`config.mk`:
```
export PLATFORM = sky130hd
export DESIGN_NAME = uart_byte_phy
export DESIGN_NICKNAME = d
export VERILOG_FILES = /design/src/rtl/uart_byte_phy.sv
export SDC_FILE = /design/constraint.sdc
export NUM_CORES = 1
export LEC_CHECK = 0
export BUFFER_PORTS_ARGS = -buffer_cell sky130_fd_sc_hd__buf_2
export CAP_MARGIN = 20
export CORE_MARGIN = 3
export CORE_UTILIZATION = 60
export DETAILED_ROUTE_END_ITERATION = 7
export PLACE_DENSITY = 0.86
export SLEW_MARGIN = 20
export SYNTH_ARGS = -nofsm -noshare
export SYNTH_HDL_FRONTEND = slang
export SYNTH_SLANG_ARGS = --single-unit
```
`constraint.sdc`:
```
create_clock -name clk -period 4.9 [get_ports clk]
set_clock_uncertainty 0.1 [all_clocks]
set_input_delay 0.245 -clock clk [delete_from_list [all_inputs] [get_ports clk]]
set_output_delay 0.245 -clock clk [all_outputs]
set_load 0.05 [all_outputs]
```
`src/rtl/uart_byte_phy.sv`:
```
// 8N1 UART byte transceiver: independent RX deserialiser and TX serialiser.
// Optional macro UART_RX_MAJORITY_EN: 2-of-3 majority vote around each RX sample point.
module uart_byte_phy #(
  parameter int CLK_FREQ_HZ  = 100000000,
  parameter int BAUD         = 115200,
  parameter int CLKS_PER_BIT = CLK_FREQ_HZ / BAUD
) (
  input  logic       clk,
  input  logic       rst_n,
  input  logic       uart_rx,
  output logic       uart_tx,
  input  logic [7:0] tx_data,
  input  logic       tx_data_en,
  output logic       tx_start,
  output logic       tx_busy,
  output logic [7:0] rx_data,
  output logic       rx_data_en
);

  localparam int CW = $clog2(CLKS_PER_BIT + 1);
  localparam logic [CW-1:0] BIT_TICKS  = CW'(CLKS_PER_BIT);
  localparam logic [CW-1:0] HALF_TICKS = CW'(CLKS_PER_BIT / 2);
  localparam logic [CW-1:0] ONE_TICK   = CW'(1);

  typedef enum logic [1:0] {R_IDLE, R_START, R_DATA, R_STOP} rx_state_t;
  typedef enum logic [1:0] {T_IDLE, T_START, T_DATA, T_STOP} tx_state_t;

  logic            s1_r, s2_r, s3_r;
  logic            start_edge_s;
  rx_state_t       rx_state_r;
  logic [CW-1:0]   rx_cnt_r;
  logic [2:0]      rx_idx_r;
  logic [7:0]      rx_shreg_r;
  logic [7:0]      rx_data_r;
  logic            rx_data_en_r;
  logic            rx_expiry_s;
  logic            sample_valid_s;
  logic            sample_bit_s;

  tx_state_t       tx_state_r;
  logic [CW-1:0]   tx_cnt_r;
  logic [2:0]      tx_idx_r;
  logic [7:0]      tx_shreg_r;
  logic            uart_tx_r;
  logic            tx_start_r;
  logic            tx_busy_r;

  // Two-flop synchroniser plus history flop for start-edge detection
  always_ff @(posedge clk or negedge rst_n) begin
    if (!rst_n) begin
      s1_r <= 1'b1;
      s2_r <= 1'b1;
      s3_r <= 1'b1;
    end else begin
      s1_r <= uart_rx;
      s2_r <= s1_r;
      s3_r <= s2_r;
    end
  end

  // Start edge and bit-period expiry decode
  always_comb begin
    start_edge_s = s3_r & ~s2_r;
    if (rx_state_r != R_IDLE) begin
      rx_expiry_s = (rx_cnt_r == ONE_TICK);
    end else begin
      rx_expiry_s = 1'b0;
    end
  end

`ifdef UART_RX_MAJORITY_EN
  logic maj_pend_r, maj_a_r, maj_b_r;

  function automatic logic maj3(input logic a, input logic b, input logic c);
    return (a & b) | (a & c) | (b & c);
  endfunction

  // Capture the expiry-1 and expiry samples; vote one clock later with expiry+1
  always_ff @(posedge clk or negedge rst_n) begin
    if (!rst_n) begin
      maj_pend_r <= 1'b0;
      maj_a_r    <= 1'b1;
      maj_b_r    <= 1'b1;
    end else if (rx_expiry_s) begin
      maj_pend_r <= 1'b1;
      maj_a_r    <= s3_r;
      maj_b_r    <= s2_r;
    end else begin
      maj_pend_r <= 1'b0;
    end
  end

  // Voted sample presented to the RX FSM
  always_comb begin
    sample_valid_s = maj_pend_r;
    sample_bit_s   = maj3(maj_a_r, maj_b_r, s2_r);
  end
`else
  // Single sample of the synchronised line at expiry
  always_comb begin
    sample_valid_s = rx_expiry_s;
    sample_bit_s   = s2_r;
  end
`endif

  // RX FSM: counter keeps free-running bit periods, transitions follow the sample
  always_ff @(posedge clk or negedge rst_n) begin
    if (!rst_n) begin
      rx_state_r   <= R_IDLE;
      rx_cnt_r     <= '0;
      rx_idx_r     <= 3'd0;
      rx_shreg_r   <= 8'h00;
      rx_data_r    <= 8'h00;
      rx_data_en_r <= 1'b0;
    end else begin
      rx_data_en_r <= 1'b0;
      if (rx_state_r != R_IDLE) begin
        rx_cnt_r <= rx_expiry_s ? BIT_TICKS : (rx_cnt_r - ONE_TICK);
      end
      case (rx_state_r)
        R_IDLE: begin
          if (start_edge_s) begin
            rx_cnt_r   <= HALF_TICKS;
            rx_state_r <= R_START;
          end
        end
        R_START: begin
          if (sample_valid_s) begin
            if (!sample_bit_s) begin
              rx_idx_r   <= 3'd0;
              rx_state_r <= R_DATA;
            end else begin
              rx_state_r <= R_IDLE;
            end
          end
        end
        R_DATA: begin
          if (sample_valid_s) begin
            rx_shreg_r <= {sample_bit_s, rx_shreg_r[7:1]};
            if (rx_idx_r == 3'd7) begin
              rx_state_r <= R_STOP;
            end else begin
              rx_idx_r <= rx_idx_r + 3'd1;
            end
          end
        end
        R_STOP: begin
          if (sample_valid_s) begin
            if (sample_bit_s) begin
              rx_data_r    <= rx_shreg_r;
              rx_data_en_r <= 1'b1;
            end
            rx_state_r <= R_IDLE;
          end
        end
        default: rx_state_r <= R_IDLE;
      endcase
    end
  end

  // TX FSM: strobes are only looked at in T_IDLE, so overruns are dropped
  always_ff @(posedge clk or negedge rst_n) begin
    if (!rst_n) begin
      tx_state_r <= T_IDLE;
      tx_cnt_r   <= '0;
      tx_idx_r   <= 3'd0;
      tx_shreg_r <= 8'h00;
      uart_tx_r  <= 1'b1;
      tx_start_r <= 1'b0;
      tx_busy_r  <= 1'b0;
    end else begin
      tx_start_r <= 1'b0;
      case (tx_state_r)
        T_IDLE: begin
          if (tx_data_en) begin
            tx_shreg_r <= tx_data;
            tx_start_r <= 1'b1;
            tx_busy_r  <= 1'b1;
            uart_tx_r  <= 1'b0;
            tx_cnt_r   <= BIT_TICKS;
            tx_state_r <= T_START;
          end
        end
        T_START: begin
          if (tx_cnt_r == ONE_TICK) begin
            uart_tx_r  <= tx_shreg_r[0];
            tx_cnt_r   <= BIT_TICKS;
            tx_idx_r   <= 3'd0;
            tx_state_r <= T_DATA;
          end else begin
            tx_cnt_r <= tx_cnt_r - ONE_TICK;
          end
        end
        T_DATA: begin
          if (tx_cnt_r == ONE_TICK) begin
            tx_cnt_r <= BIT_TICKS;
            if (tx_idx_r == 3'd7) begin
              uart_tx_r  <= 1'b1;
              tx_state_r <= T_STOP;
            end else begin
              tx_idx_r   <= tx_idx_r + 3'd1;
              tx_shreg_r <= {1'b0, tx_shreg_r[7:1]};
              uart_tx_r  <= tx_shreg_r[1];
            end
          end else begin
            tx_cnt_r <= tx_cnt_r - ONE_TICK;
          end
        end
        T_STOP: begin
          if (tx_cnt_r == ONE_TICK) begin
            tx_busy_r  <= 1'b0;
            tx_state_r <= T_IDLE;
          end else begin
            tx_cnt_r <= tx_cnt_r - ONE_TICK;
          end
        end
        default: tx_state_r <= T_IDLE;
      endcase
    end
  end

  assign uart_tx    = uart_tx_r;
  assign tx_start   = tx_start_r;
  assign tx_busy    = tx_busy_r;
  assign rx_data    = rx_data_r;
  assign rx_data_en = rx_data_en_r;

endmodule
```
==> flow_metrics.tcl, run 1 <==
set metrics [dict create \
    tightest_slew_ns 0.7354 \
    comb_power_share_pct 15.3 \
    n_fill_cell 362 \
    hold_violations 0 \
    io_pins 24 \
    hold_depth 2 \
    critical_path_class "flip-flop to flip-flop" \
    synth_top_area_share_pct 44.46 \
    ant_nets 0 \
    tritoncts "yes" \
    max-clock-path-buffers 2 \
    hold_start "tx_data[7]" \
    worstPathRequired_ns 5.03 \
    synth_edf_count 0 \
    grt_usage_pct 21.28 \
    yosys_register_bits 61 \
    syn_inst 279 \
    initial_core_util_pct 64.91 \
    r2r-start "tx_state_r[0]" \
    switching_share_pct 29.45 \
    finalCritPeriodShare_pct 50.90 \
    ys_async_sr_fraction_pct 100.0 \
    yosysWarnings 0 \
    syn_nets 303 \
    grt_overflow 0 \
    setup_viol 0 \
    fmax_mhz 401.0 \
    core-area_um2 4942 \
    r2r-end "tx_shreg_r[2]" \
    timing.reg2reg.setup_slack_ns 2.41 \
    p_sw_w 0.0003655 \
    die_area_um2 6260 \
    clkLatencyLatePin_ns 0.34 \
    p_total_w 0.001241 \
    grt_pass1_wl_um 10390 \
    fin_cells 376 \
    syn-cell-area_um2 3208 \
    drv_slew 0 \
    min_path_type "input port to flip-flop" \
    antenna_found_initial 0 \
    synth.area.top_cells "dfrtp_1 44%, mux2_2 9.1%, ha_1 4.7%" \
    cp-startpoint "tx_state_r[0]" \
    power.internal_w 0.0008756 \
    numPortBuffers 23 \
    cp_max_fo 14 \
    rows 25 \
    synth_top_area_cell "dfrtp_1" \
    fp.dieH_um 79.12 \
    reg2regPathDepth 5 \
    finalWirelength_um 5883 \
    grt_max_degree 62 \
    status "finished clean" \
    drive_above_1_share_pct 29.45 \
    numCtsBuffers 9 \
    clock-sinks 61 \
    areaGrowthSynthToFinish_pct 10.88 \
    seqPwrFrac_pct 48.8 \
    avgSynthCellArea_um2 11.50 \
    ys.flop_type "dfrtp_1" \
    cp-start-kind "flip-flop" \
    stdcell_area_um2 3557 \
    post_cts_buffers 0 \
    hold_end "tx_shreg_r[7]" \
    fin_nets 328 \
    synth_cell_types 61 \
    num_vias 2253 \
    arrival_ns 2.62 \
    max-cap-violations 0 \
    dp.cells 358 \
    drtPass1Iterations 4 \
    end_kind "flip-flop" \
    peakVddDrop_mv 0.2831 \
    via_per_inst 5.992 \
    p_clk_share_pct 35.9 \
    drcViolationCount 0 \
    layout_min_cycle_time_ns 2.494 \
    die_w_um 79.12 \
    setup_tns_ns 0 \
    maxSlewHeadroom_pct 50.33 \
    place_congestion 0.8486 \
    root_buffer "clkbuf_8" \
    placed_area_um2 3339 \
    multiInputGateArea_um2 1553 \
    synth-seq-area-share_pct 47.74 \
    rsz0062_at_grt "false" \
    seqCellArea_um2 1531 \
    drt_iter0_drc 166 \
    cts_htree_levels 3 \
    wl_per_cell_um 15.65 \
    power.density_nw_per_um2 348.9 \
    post-route-util_pct 71.97 \
    dpl.hpwl_um 4115 \
    leakagePower_nw 1.666 \
    grt_pass1_vias 2208 \
    antenna_cells 0 \
    clk_pin_slew_ns 0.07 \
]
[worst max-delay path, stage by stage, from the launching register on]
cell,delay (ns)
dfrtp_1,0.40
inv_1,0.12
ha_1,0.45
nor2b_1,0.52
a211o_1,0.45
mux2_4,0.34
[cell type report]
class                   count  area share (%)
multi-input cells         193           43.65
inverters                  13           1.372
flip-flops and latches     61           43.05
repair buffers             26           4.010
clock inverters             7           2.075
well taps                  67           2.357
clock buffers               9           3.482
[metal layers]
metal / wire, um / GRT usage, % / up-vias
met5: 0 / 0 / -
met4: 132 / 11.68 / 0
met3: 258 / 4.195 / 12
met2: 2754 / 32.32 / 56
met1: 2737 / 28.62 / 1096
li1: - / - / 1089
[per-stage QoR]
step	worst slack, ns	hold WS (ns)
after CTS	2.436	0.04582
after global placement	2.501	0.2519
after global routing	2.155	0.05823
after detailed placement	2.481	0.2558
final	2.406	0.05733
after floorplan	2.882	-0.1506
[placed cells by master (no fill, tap or decap), types with 5 or more instances in the layout]
cell / Yosys / routed
nand3_1: 6 / 6
or3_1: 5 / 5
nand2_1: 11 / 11
clkbuf_8: 0 / 9
a211oi_1: 6 / 6
nor3_1: 8 / 8
ha_1: 12 / 12
nor2_1: 15 / 15
inv_1: 13 / 13
mux2_4: 7 / 7
a21oi_1: 7 / 7
o21ai_0: 12 / 12
dfrtp_1: 57 / 57
mux2_2: 26 / 26
buf_2: 2 / 23
[cells in the mapped netlist (3+ instances only)]
cell / number
a211oi_1: 6
a21oi_1: 7
a22o_1: 4
a31oi_1: 4
a41oi_1: 4
and2_1: 4
buf_6: 3
clkbuf_1: 5
dfrtp_1: 57
dfstp_2: 4
ha_1: 12
inv_1: 13
mux2_2: 26
mux2_4: 7
mux2i_1: 3
nand2_1: 11
nand2b_1: 4
nand3_1: 6
nor2_1: 15
nor2b_1: 4
nor3_1: 8
o21ai_0: 12
o21bai_1: 3
o2bb2ai_1: 3
or2_2: 3
or3_1: 5
xnor2_1: 3
[how the worst max path moves through the flow]
stage          cells after the start       endpoint  slack [ns]
6_report                           5  tx_shreg_r[2]        2.41
3_5_place_dp                       5  tx_shreg_r[6]        2.48
3_3_place_gp                       5  tx_shreg_r[2]        2.50
4_1_cts                            5  tx_shreg_r[2]        2.44
2_1_floorplan                      5  tx_shreg_r[0]        2.88
5_1_grt                            6    tx_cnt_r[8]        2.15
[sequential cells by signal, summed over array words and instances, names as in the netlist, named ones only]
name        cells
rx_cnt_r       10
tx_cnt_r       10
rx_data         8
rx_shreg_r      8
tx_shreg_r      8
rx_idx_r        3
tx_idx_r        3
tx_state_r      2
rx_data_en      1
rx_state_r      1
s1_r            1
s2_r            1
s3_r            1
tx_busy         1
tx_start        1
uart_tx         1
[power by group through the flow]
stage	Clock, W	Sequential [W]	Combinational, W
after floorplan	0	0.000586	0.000164
after detailed placement	0	0.000615	0.000188
after global placement	0	0.000610	0.000178
after global routing	0.000479	0.000613	0.000211
final	0.000445	0.000606	0.000190
after CTS	0.000456	0.000605	0.000190
[cells by family (layout without fill, tap and decap cells)]
group / Yosys count / after routing / synth area share, %
buffers and inverters: 25 / 55 / 3.861
AND/OR/NAND/NOR: 76 / 76 / 14.55
AO/OA/AOI/OAI: 65 / 65 / 14.74
flip-flops: 61 / 61 / 47.74
XOR/XNOR: 4 / 4 / 1.092
multiplexers: 36 / 36 / 13.34
adder cells (fa/ha/maj): 12 / 12 / 4.680
[timing repair]
| action | CTS | global route |
|---|---|---|
| hold buffers | 2 | 0 |
| resized for setup | 0 | 0 |
| endpoints found under the hold margin | 58 | 0 |
Note: power is estimated with default switching activity, not from simulation.
==> inputs of run 2 (changes only) <==
--- a/config.mk
+++ b/config.mk
@@ -5,6 +5,7 @@
 export SDC_FILE = /design/constraint.sdc
 export NUM_CORES = 1
 export LEC_CHECK = 0
+export ABC_AREA = 1
 export BUFFER_PORTS_ARGS = -buffer_cell sky130_fd_sc_hd__buf_2
 export CAP_MARGIN = 20
 export CORE_MARGIN = 3
==> constraint.sdc (replaced) <==
create_clock -name clk -period 2.3 [get_ports clk]
set_clock_uncertainty 0.1 [all_clocks]
set_input_delay 0.115 -clock clk [delete_from_list [all_inputs] [get_ports clk]]
set_output_delay 0.115 -clock clk [all_outputs]
set_load 0.05 [all_outputs]
==> flow_metrics.tcl, run 2 <==
set metrics [dict create \
    grt_pass1_wl_um 11450 \
    dpl.hpwl_um 4552 \
    finalWirelength_um 6563 \
    clkLatencyLatePin_ns 0.34 \
    rows 25 \
    antenna_cells 0 \
    grt_max_degree 35 \
    antenna_found_initial 0 \
    synth.area.top_cells "dfrtp_1 44%, nand2_1 13%, inv_1 5.4%" \
    synth_cell_types 37 \
    peakVddDrop_mv 0.5228 \
    areaGrowthSynthToFinish_pct 16.76 \
    layout_commonest_cell "nand2_1" \
    hold_violations 0 \
    status "finished clean" \
    numCtsBuffers 9 \
    grt_usage_pct 23.34 \
    synth_commonest_cells "115 x nand2_1, 57 x dfrtp_1, 46 x inv_1" \
    finalCritPeriodShare_pct 82.63 \
    end_kind "flip-flop" \
    setup_slack_ns 0.3995 \
    fmax_mhz 526.2 \
    die_area_um2 6262 \
    max-clock-path-buffers 2 \
    ys_async_sr_fraction_pct 100.0 \
    yosysMostFrequentCell "nand2_1" \
    rsz0062_at_grt "false" \
    worstPathRequired_ns 2.43 \
    drcViolationCount 0 \
    reg_top3 "rx_cnt_r x10, tx_cnt_r x10" \
    place_congestion 0.9100 \
    cp-start-kind "flip-flop" \
    crit_chain "inv_1, ha_1, buf_4, nand2_1, o21a_1, nand2_4, nand2_1, o21ai_1" \
    tightest_slew_ns 0.6450 \
    drtPass1Iterations 4 \
    crit_path_frequent_cell "nand2_1" \
    num_vias 2640 \
    syn-cell-area_um2 3209 \
    critical-path-top-delay-family "compound AO/OA/AOI/OAI gates" \
    p_total_w 0.003041 \
    syn_nets 410 \
    die_w_um 79.14 \
    hold_depth 5 \
    wl_per_cell_um 13.21 \
    setup_tns_ns 0 \
    yosys_register_bits 61 \
    arrival_ns 2.03 \
    grt_pass1_vias 2576 \
    final_cell_mix "115 x nand2_1, 57 x dfrtp_1, 46 x inv_1, 27 x nor2_1, 24 x nand3_1" \
    cp_slowest_cell "dfrtp_1" \
    synth_top_area_cell "dfrtp_1" \
    ys.flop_type "dfrtp_1" \
    cp.depth 8 \
    root_buffer "clkbuf_8" \
    layout_min_cycle_time_ns 1.900 \
    crit_buf_inv 2 \
    numPortBuffers 23 \
    clock-sinks 61 \
    grt_overflow 0 \
    power.density_nw_per_um2 811.4 \
    syn_inst 386 \
    core-area_um2 4942 \
    setup_viol 0 \
    dp.cells 474 \
    synth_top_area_share_pct 44.44 \
    leakagePower_nw 2.007 \
    synth-seq-area-share_pct 47.72 \
    io_pins 24 \
    n_fill_cell 332 \
    fin_cells 497 \
    yosysWarnings 0 \
    maxSlewHeadroom_pct 57.00 \
    clk_pin_slew_ns 0.07 \
    ant_nets 0 \
    initial_core_util_pct 64.94 \
    max-cap-violations 0 \
    synth_edf_count 0 \
    drv_slew 0 \
    reg2regPathDepth 8 \
    cts_htree_levels 3 \
    drive_above_1_share_pct 19.77 \
    drt_iter0_drc 159 \
    via_per_inst 5.312 \
    cp_slowest_stage_delay_ns 0.40 \
    pre_cts_ws_ns 0.4913 \
    fp.dieH_um 79.14 \
    cp_max_fo 10 \
    tritoncts "yes" \
    avgSynthCellArea_um2 8.314 \
    min_path_type "input port to flip-flop" \
    critical_path_class "flip-flop to flip-flop" \
    fin_nets 449 \
]
## run 2: layout make-up
type | instances | area [um2] | share of cell area, %
Inverter | 54 | 209.0 | 5.576
Multi-Input combinational cell | 267 | 1440 | 38.43
Clock inverter | 7 | 146.4 | 3.907
Clock buffer | 9 | 123.9 | 3.306
Timing Repair Buffer | 32 | 212.7 | 5.676
Tap cell | 67 | 83.83 | 2.237
Sequential cell | 61 | 1531 | 40.87
## run 2: kinds of logic after synthesis
logic type	share of synthesized area (%)
fa+ha+maj	4.678
compound gates	8.889
flops	47.72
buf+inv	7.407
xor+xnor	2.183
simple gates	29.12
## run 2: path summary, 6_finish.rpt
| path | start | endpoint | slack, ns |
|---|---|---|---|
| max in group asynchronous | rst_n | uart_tx | 1.19 |
| worst max register to register | tx_state_r[0] | tx_shreg_r[7] | 0.40 |
| worst min-delay path | tx_data[0] | tx_shreg_r[0] | 0.01 |
| min in group asynchronous | rst_n | tx_idx_r[2] | 0.23 |
| worst max-delay path | tx_state_r[0] | tx_shreg_r[7] | 0.40 |
| worst min register to register | s1_r | s2_r | 0.27 |
## run 2: repair_timing
item                                   CTS  global route
hold buffers                             7             0
endpoints found under the hold margin   30             0
setup buffers                            0             0
gates resized for setup                  0             0
## run 2: per-layer routing
layer,part of all wire (%),wire length [um],global-route usage (%)
met1,43,2796,28.53
met2,50,3292,40.32
met3,4.9,323,5.215
met4,2.3,150,8.591
met5,0,0,0
## run 2: power by group
group / internal [W] / total [W] / switching, W
clock: 0.000837 / 0.00129 / 0.000455
sequential: 0.00117 / 0.00126 / 0.0000973
combinational: 0.000171 / 0.000486 / 0.000315
## run 2: stage by stage
stage	instance area, um2	utilization (%)	hold WS (ns)
5_1_grt	3747	75.82	0.02117
4_1_cts	3747	75.82	0.001658
6_report	3747	75.82	0.01003
2_1_floorplan	3209	-	-0.2806
3_5_place_dp	3407	68.94	0.06499
3_3_place_gp	3407	68.94	0.06308
## run 2: tightest hold or removal path: stages
cell     delay, ns
buf_2         0.08
nand2_1       0.04
nand2_1       0.05
nand3_1       0.07
nand2_1       0.07
==> inputs of run 3 (changes only) <==
--- a/config.mk
+++ b/config.mk
@@ -5,7 +5,7 @@
 export SDC_FILE = /design/constraint.sdc
 export NUM_CORES = 1
 export LEC_CHECK = 0
-export ABC_AREA = 1
+export ABC_AREA = 0
 export BUFFER_PORTS_ARGS = -buffer_cell sky130_fd_sc_hd__buf_2
 export CAP_MARGIN = 20
 export CORE_MARGIN = 3
==> constraint.sdc (replaced) <==
create_clock -name clk -period 2 [get_ports clk]
set_clock_uncertainty 0.1 [all_clocks]
set_input_delay 0.1 -clock clk [delete_from_list [all_inputs] [get_ports clk]]
set_output_delay 0.1 -clock clk [all_outputs]
set_load 0.05 [all_outputs]
==> flow_metrics.tcl, run 3 (synthesis results as in run 1) <==
set metrics [dict create \
    clk_pin_slew_ns 0.07 \
    ant_nets 0 \
    cts_htree_levels 3 \
    clock-sinks 61 \
    clkLatencyLatePin_ns 0.35 \
    rows 25 \
    cp-start-kind "flip-flop" \
    leakagePower_nw 1.944 \
    initial_core_util_pct 64.91 \
    hold_violations 0 \
    cp_max_fo 6 \
    grt_pass1_vias 2650 \
    tritoncts "yes" \
    violations "setup timing" \
    core-area_um2 4942 \
    placed_area_um2 3595 \
    drv_slew 0 \
    max-clock-path-buffers 2 \
    layout_commonest_cell "dfrtp_1" \
    grt_overflow 0 \
    final_cell_mix "56 x dfrtp_1, 40 x buf_4, 26 x mux2_2, 23 x buf_2, 15 x nor2_1" \
    status "finished with violations" \
    io_pins 24 \
    root_buffer "clkbuf_8" \
    grtUsageMet2_pct 47.22 \
    drive_above_1_share_pct 41.93 \
    place_congestion 0.9036 \
    antenna_cells 0 \
    comb_power_share_pct 19.4 \
    setup_tns_ns -0.06292 \
    setup_slack_ns -0.04946 \
    drtPass1Iterations 5 \
    via_per_inst 6.436 \
    power.density_nw_per_um2 857.4 \
    fp.dieH_um 79.12 \
    p_clk_share_pct 38.9 \
    critical_path_class "flip-flop to flip-flop" \
    finalCritPeriodShare_pct 102.5 \
    hold_ws_ns 0.01496 \
    fin_cells 420 \
    layout_min_cycle_time_ns 2.049 \
    die_w_um 79.12 \
    antenna_found_initial 0 \
    drt_iter0_drc 223 \
    numPortBuffers 23 \
    areaGrowthSynthToFinish_pct 27.03 \
    grt_pass1_wl_um 12770 \
    fmax_mhz 487.9 \
    num_vias 2703 \
    drcViolationCount 0 \
    stdcell_area_um2 4075 \
    maxSlewHeadroom_pct 61.57 \
    dp.cells 392 \
    max-cap-violations 0 \
    seqPwrFrac_pct 41.8 \
    grt_busiest_layer "met2" \
    setup_viol 2 \
    post-route-util_pct 82.46 \
    worstPathRequired_ns 2.13 \
    peakVddDrop_mv 0.8129 \
    grt_usage_pct 26.62 \
    grt_use_met3_pct 7.370 \
    dpl.hpwl_um 4733 \
    gr-usage-met1_pct 30.64 \
    tightest_slew_ns 0.5720 \
    finalWirelength_um 8759 \
    end_kind "flip-flop" \
    p_sw_w 0.001001 \
    power.internal_w 0.002493 \
    switching_share_pct 28.65 \
    reg_top3 "rx_cnt_r x10, tx_cnt_r x10" \
    wl_per_cell_um 20.85 \
    die_area_um2 6260 \
    min_path_type "input port to flip-flop" \
    arrival_ns 2.18 \
    numCtsBuffers 9 \
    fin_nets 372 \
    grt_max_degree 29 \
    rsz0062_at_grt "true" \
]
-- run 3: metrics by stage --
step	power [W]	setup WS (ns)
6_report	0.003494	-0.04946
5_1_grt	0.003631	-0.1202
4_1_cts	0.003428	-0.005686
3_5_place_dp	0.002039	-0.07699
3_3_place_gp	0.002009	-0.04228
2_1_floorplan	0.001838	0.006036
-- run 3: final cells by class --
type	instances	area [um2]
well taps	67	83.83
clock buffers	9	123.9
fillers	267	867.1
inverters	13	48.80
flip-flops and latches	61	1533
clock inverters	7	123.9
multi-input cells	194	1675
repair buffers	69	486.7
-- run 3: what timing repair did --
action,CTS,global route
hold buffers,4,0
gates cloned,0,1
resized for setup,4,22
buffers inserted,0,7
setup endpoints to repair,26,36
pin swaps,3,8
endpoints found under the hold margin,20,0
-- run 3: per-layer routing --
layer  wire [um]  vias to the layer above
li1            -                     1179
met1        3148                     1322
met2        4655                      156
met3         575                       46
met4         379                        0
met5           0                        -
-- run 3: power groups by stage --
stage / Sequential [W] / Combinational [W] / Clock (W)
floorplan: 0.00144 / 0.000401 / 0
CTS: 0.00145 / 0.000610 / 0.00137
global route: 0.00147 / 0.000737 / 0.00142
global placement: 0.00146 / 0.000551 / 0
finish: 0.00146 / 0.000677 / 0.00136
detailed placement: 0.00146 / 0.000576 / 0
-- run 3: worst max-delay path: stages (launching register included) --
cell	delay (ns)
dfrtp_1	0.41
inv_1	0.17
ha_4	0.17
nor2b_1	0.24
buf_4	0.24
a21o_1	0.22
o22ai_4	0.10
mux2_2	0.29
-- run 3: path summary, 6_finish.rpt --
path	start	to	slack, ns	depth (start not counted)
min in group asynchronous	rst_n	rx_cnt_r[3]	0.13	2
max in group asynchronous	rst_n	tx_shreg_r[3]	0.96	3
max reg2reg	tx_state_r[0]	tx_state_r[1]	-0.05	7
min	tx_data[5]	tx_shreg_r[5]	0.01	3
min reg2reg	s1_r	s2_r	0.27	0
max	tx_state_r[0]	tx_state_r[1]	-0.05	7
